==> src/rtl/prga_fifo_counted.sv <==
// prga_fifo_counted
//   Synchronous FIFO with a configurable depth, an occupancy count and
//   programmable almost-full and almost-empty flags. It also provides a
//   synchronous flush and sticky overflow/underflow error flags. The read
//   port is either registered (LOOKAHEAD=0) or first-word-fall-through
//   (LOOKAHEAD=1).
//
// Handshake: a write is accepted when wr=1 and full=0. A read is accepted
//   when rd=1 and empty=0. Both decisions use the flags as they stand before
//   the clock edge. A refused request is dropped and sets its sticky error
//   flag. Nothing is stalled or retried.
//
// Ports
//   clk, rst             clock; asynchronous active-high reset
//   flush                synchronous clear of contents and error flags
//   wr, din              write request and data
//   rd                   read request (pop of the current head when LOOKAHEAD=1)
//   dout                 read data
//   full, almost_full    count == DEPTH, count >= DEPTH - AF_MARGIN
//   empty, almost_empty  count == 0,     count <= AE_MARGIN
//   count                occupancy, 0..DEPTH
//   overflow, underflow  sticky error flags
module prga_fifo_counted #(
  parameter int DATA_WIDTH = 32,
  parameter int DEPTH_LOG2 = 2,
  parameter int LOOKAHEAD  = 0,
  parameter int AF_MARGIN  = 1,
  parameter int AE_MARGIN  = 1
) (
  input  logic                  clk,
  input  logic                  rst,
  input  logic                  flush,
  output logic                  full,
  output logic                  almost_full,
  input  logic                  wr,
  input  logic [DATA_WIDTH-1:0] din,
  output logic                  empty,
  output logic                  almost_empty,
  input  logic                  rd,
  output logic [DATA_WIDTH-1:0] dout,
  output logic [DEPTH_LOG2:0]   count,
  output logic                  overflow,
  output logic                  underflow
);

  localparam int DEPTH = 1 << DEPTH_LOG2;
  localparam int CW    = DEPTH_LOG2 + 1;

  localparam logic [CW-1:0] DEPTH_C = CW'(DEPTH);
  localparam logic [CW-1:0] AF_TH   = CW'(DEPTH - AF_MARGIN);
  localparam logic [CW-1:0] AE_TH   = CW'(AE_MARGIN);

  logic [DATA_WIDTH-1:0] mem_q [DEPTH];
  logic [DATA_WIDTH-1:0] mem_d [DEPTH];
  logic [DEPTH_LOG2-1:0] wr_ptr_q, wr_ptr_d;
  logic [DEPTH_LOG2-1:0] rd_ptr_q, rd_ptr_d;
  logic [CW-1:0]         count_q, count_d;
  logic [DATA_WIDTH-1:0] dout_q, dout_d;
  logic                  overflow_q, overflow_d;
  logic                  underflow_q, underflow_d;

  logic wr_acc;
  logic rd_acc;

  // Every flag is decoded from the registered count. No path exists from
  // wr or rd to a flag.
  assign empty        = (count_q == '0);
  assign full         = (count_q == DEPTH_C);
  assign almost_full  = (count_q >= AF_TH);
  assign almost_empty = (count_q <= AE_TH);
  assign count        = count_q;
  assign overflow     = overflow_q;
  assign underflow    = underflow_q;

  assign wr_acc = wr & ~full;
  assign rd_acc = rd & ~empty;

  // In lookahead mode the head entry is shown directly. When the FIFO is
  // empty this is a stale entry, which is still a stable value.
  assign dout = (LOOKAHEAD != 0) ? mem_q[rd_ptr_q] : dout_q;

  always_comb begin
    mem_d       = mem_q;
    wr_ptr_d    = wr_ptr_q;
    rd_ptr_d    = rd_ptr_q;
    count_d     = count_q;
    dout_d      = dout_q;
    overflow_d  = overflow_q;
    underflow_d = underflow_q;

    if (flush) begin
      // Flush takes priority: requests in this cycle are ignored and raise no error.
      wr_ptr_d    = '0;
      rd_ptr_d    = '0;
      count_d     = '0;
      overflow_d  = 1'b0;
      underflow_d = 1'b0;
    end else begin
      if (wr_acc) begin
        mem_d[wr_ptr_q] = din;
        wr_ptr_d        = wr_ptr_q + 1'b1;
      end
      if (rd_acc) begin
        dout_d   = mem_q[rd_ptr_q];
        rd_ptr_d = rd_ptr_q + 1'b1;
      end
      count_d = count_q + CW'(wr_acc) - CW'(rd_acc);
      if (wr & full)  overflow_d  = 1'b1;
      if (rd & empty) underflow_d = 1'b1;
    end
  end

  // The storage array is cleared on reset as well. This makes the lookahead
  // output read 0 after reset, the same as the registered output.
  always_ff @(posedge clk or posedge rst) begin
    if (rst) begin
      for (int i = 0; i < DEPTH; i++) mem_q[i] <= '0;
      wr_ptr_q    <= '0;
      rd_ptr_q    <= '0;
      count_q     <= '0;
      dout_q      <= '0;
      overflow_q  <= 1'b0;
      underflow_q <= 1'b0;
    end else begin
      for (int i = 0; i < DEPTH; i++) mem_q[i] <= mem_d[i];
      wr_ptr_q    <= wr_ptr_d;
      rd_ptr_q    <= rd_ptr_d;
      count_q     <= count_d;
      dout_q      <= dout_d;
      overflow_q  <= overflow_d;
      underflow_q <= underflow_d;
    end
  end

endmodule

==> config.mk <==
export PLATFORM = sky130hd
export DESIGN_NAME = prga_fifo_counted
export DESIGN_NICKNAME = d
export VERILOG_FILES = /design/src/rtl/prga_fifo_counted.sv
export SDC_FILE = /design/constraint.sdc
export NUM_CORES = 1
export LEC_CHECK = 0
export CORE_MARGIN = 2
export CORE_UTILIZATION = 40
export CTS_CLUSTER_SIZE = 20
export DETAILED_ROUTE_END_ITERATION = 6
export PLACE_DENSITY = 0.56
export SLEW_MARGIN = 20
export SYNTH_ARGS = -nofsm -noshare
export SYNTH_HDL_FRONTEND = slang
export SYNTH_SLANG_ARGS = --single-unit
==> constraint.sdc <==
create_clock -name clk -period 15.38 [get_ports clk]
set_input_delay 1.538 -clock clk [delete_from_list [all_inputs] [get_ports clk]]
set_output_delay 1.538 -clock clk [all_outputs]
set_load 0.1 [all_outputs]
==> out/results.tsv <==
stage	metric	value	unit
synth	yosysSeqAreaShare	55.86	%
floorplanning	rows	50	
synth	synth_top_family_by_area	multiplexers	
outcome	status	completed	
power	powerDensity	238.6	mW/mm²
synth	synthMuxAreaShare	36.29	%
cells_and_area	syn_to_final_growth	19.15	%
cells_and_area	num_antenna_cells	0	
global_routing	grt_pass1_wl	24520	µm
job	max_cap_viol_count	0	
placed_design	dp_hpwl	8703	µm
placed_design	io_buffer_count	77	
timing	tns	0	ns
worst_hold_path	worstHoldStart	mem_q[19]$_DFFE_PP0P_	
global_routing	antenna_found_initial	0	
setup_path	r2r_cells	3	
global_routing	grt.total_usage	16.06	%
synth	synthesis.yosys.warnings	0	
synth	async_reset_ff_share	100.0	%
clock_network	cts_tree	built	
timing	worstMarginPinSlew	1.071	ns
timing	hold_viol	0	
setup_path	regToRegStartpoint	count[1]$_DFF_PP0_	
synth	ys.flop_type	dfrtp_1	
synth	synth-edff-count	0	
setup_path	crit_start	count[1]$_DFF_PP0_	
setup_path	critPathTopFamily	buffers and inverters	
setup_path	crit_type	reg2out	
synth	synth-simple-area-share	1.603	%
floorplanning	fp.coreArea	0.01864	mm²
clock_network	cts_made_buffers	17	
setup_path	cp_data_required_time	13.84	ns
timing	max_freq	231.0	MHz
timing	setup_viol	0	
routing	finalWirelength	14680	µm
setup_path	path_cells	or3b_1 > inv_1 > clkdlybuf4s50_1	
synth	synth_most_common_cell	dfrtp_1	
clock_network	root_buffer	clkbuf_16	
timing	period_needed	4.328	ns
setup_path	path_buf_inv	2	
timing	rsz0062_at_grt	no	
synth	synthAdderAreaFrac	1.421	%
floorplanning	die_w	141.6	µm
power	finalPower	2.152	mW
global_routing	grt_max_degree	91	
timing	clock-skew-final	0.005389	ns
setup_path	critical_path.max_fanout	9	
routing	wire_per_inst	19.42	µm
setup_path	cp_data_arrival_time	2.79	ns
routing	ant_nets	0	
routing	viasPerCell	5.172	
setup_path	max_stage_delay	1.16	ns
setup_path	crit_path_start_kind	flop	
timing	finalMaxSlewViolations	0	
synth	syn_nets	482	
synth	syn_inst	437	
synth	synth_compound_area_share	0.7437	%
routing	drt_pass1_iterations	4	
floorplanning	dieArea	0.02004	mm²
cells_and_area	layout.nets	554	
cells_and_area	drive_above_1_share	44.44	%
synth	syn_avg_cell_area	17.32	µm²
placed_design	place.gp.congestion	0.6726	
synth	synthXorXnorAreaFrac	0.3471	%
worst_hold_path	hold_path.class	reg2reg	
routing	drtIter0Drc	221	
synth	yosys-top-cells-count	169 x dfrtp_1, 100 x mux2_2, 60 x mux2_4, 32 x mux4_2, 8 x inv_1	
setup_path	endpoint	full	
synth	synth_area	0.007571	mm²
setup_path	end_kind	output pin	
routing	vias	3910	
power	power_leakage	3.910	nW
setup_path	cp.depth	3	
clock_network	clock_latency	0.42	ns
clock_network	clk_pin_slew	0.06	ns
synth	synth_seq_cells	169	
clock_network	cts.sinks	169	
timing	relSlewSlack	28.51	%
clock_network	cts_resized	0	
synth	yosysTopAreaCell	dfrtp_1	
setup_path	timing.rr.end	mem_q[84]$_DFFE_PP0P_	
clock_network	cts_hold_buf	0	
floorplanning	start_util	40.61	%
timing	post-route-period-util	28.14	%
clock_network	max-clock-path-buffers	2	
routing	remaining_drc_errors	0	
synth	synth_top_area_share	55.86	%
synth	synth_cell_types	28	
clock_network	htreeDepth	4	
setup_path	regToRegSetupSlack	12.86	ns
global_routing	grt-ovfl-total	0	
cells_and_area	utilization	48.39	%
timing	hold_ws	0.5005	ns
synth	synth_area_leaders	dfrtp_1 56%, mux2_2 15%, mux2_4 12%	
setup_path	critPathSlowestCell	clkdlybuf4s50_1	
clock_network	cts_setup_buffers	0	
global_routing	grt_pass1_vias	4375	
floorplanning	num_io_pins	78	
power	ir_drop	138.5	µV
floorplanning	die_h	141.6	µm
## registers in the layout (all words and copies together), names as in the netlist
signal / cells
mem_q: 128
dout: 32
count: 3
rd_ptr_q: 2
wr_ptr_q: 2
overflow: 1
underflow: 1
## routing by layer
layer  vias up  track usage [%]  routed length (µm)
li1       1736                -                   -
met1      2107            22.56                7054
met5         -                0                   0
met2        60            24.99                7042
met4         0            4.579                 110
met3         7            3.982                 470
## how the worst min path moves through the flow
stage          cells past startpoint  slack [ns]                    end
2_1_floorplan                      1        0.47   mem_q[0]$_DFFE_PP0P_
3_3_place_gp                       1        0.48  mem_q[66]$_DFFE_PP0P_
3_5_place_dp                       1        0.49  mem_q[11]$_DFFE_PP0P_
4_1_cts                            1        0.50  mem_q[11]$_DFFE_PP0P_
5_1_grt                            1        0.51  mem_q[52]$_DFFE_PP0P_
6_report                           1        0.50  mem_q[19]$_DFFE_PP0P_
## worst register-to-register path: stages, from the launching register on
cell     delay [ns]
dfrtp_1        0.52
or3b_1         0.36
nand3_2        0.89
mux2_2         0.64
## where the power goes
part | switching (mW) | internal [mW]
registers | 0.120 | 0.637
logic | 0.562 | 0.407
clock network | 0.172 | 0.255
total | 0.854 | 1.30
## placed cells by master (no fill, tap or decap)
master           netlist  final
buf_6                  3      1
inv_1                  8      7
xnor2_1                1      1
fa_1                   1      1
nand2_1                1      1
nand2b_1               1      1
clkdlybuf4s50_1        0     77
dfrtp_1              169    167
and2b_2                1      1
dfrtp_2                0      2
clkinvlp_4             0      6
clkinv_2               0      1
nor2_1                 6      6
buf_4                  6      2
clkbuf_1               5      4
nor3_1                 1      1
mux2_2               100    100
bufinv_16              0      3
mux2_4                60     60
inv_6                  0      1
xor2_1                 2      2
a21oi_1                5      5
ha_1                   7      7
o31ai_1                1      1
nor3b_4                0      1
nand3_2                0      2
nor2b_1                1      1
mux4_2                32     32
clkbuf_16              0     17
nand3_1                5      3
and3_4                 2      2
o311ai_0               1      1
clkinv_4               0      1
o21ai_0                3      3
or3b_1                 1      1
## area by class of cell
cell class | instances | area (µm²)
Fill cell | 1621 | 9622
Clock inverter | 11 | 148.9
Inverter | 8 | 35.03
Multi-Input combinational cell | 233 | 3075
Timing Repair Buffer | 80 | 797.0
Clock buffer | 21 | 440.4
Tap cell | 234 | 292.8
Sequential cell | 169 | 4232
## through the flow
| stage | worst slack [ns] | instance area [µm²] | cells |
|---|---|---|---|
| final | 11.05 | 9021 | 756 |
| after global routing | 10.89 | 9021 | 756 |
| after CTS | 11.00 | 9017 | 756 |
| after detailed placement | 11.17 | 8428 | 724 |
| after global placement | 11.21 | 8428 | 724 |
| after floorplan | 9.267 | 7571 | 437 |
## logic make-up (layout without fill, tap and decap cells)
logic type                 Yosys count  count (layout)
AOI/OAI and AO/OA                   10              10
adders and majority gates            8               8
and+or+nand+nor                     20              20
buffers and inverters               35             120
DFF                                169             169
xor gates and xnor gates             3               3
muxes                              192             192
(Power assumes the default switching activity.)
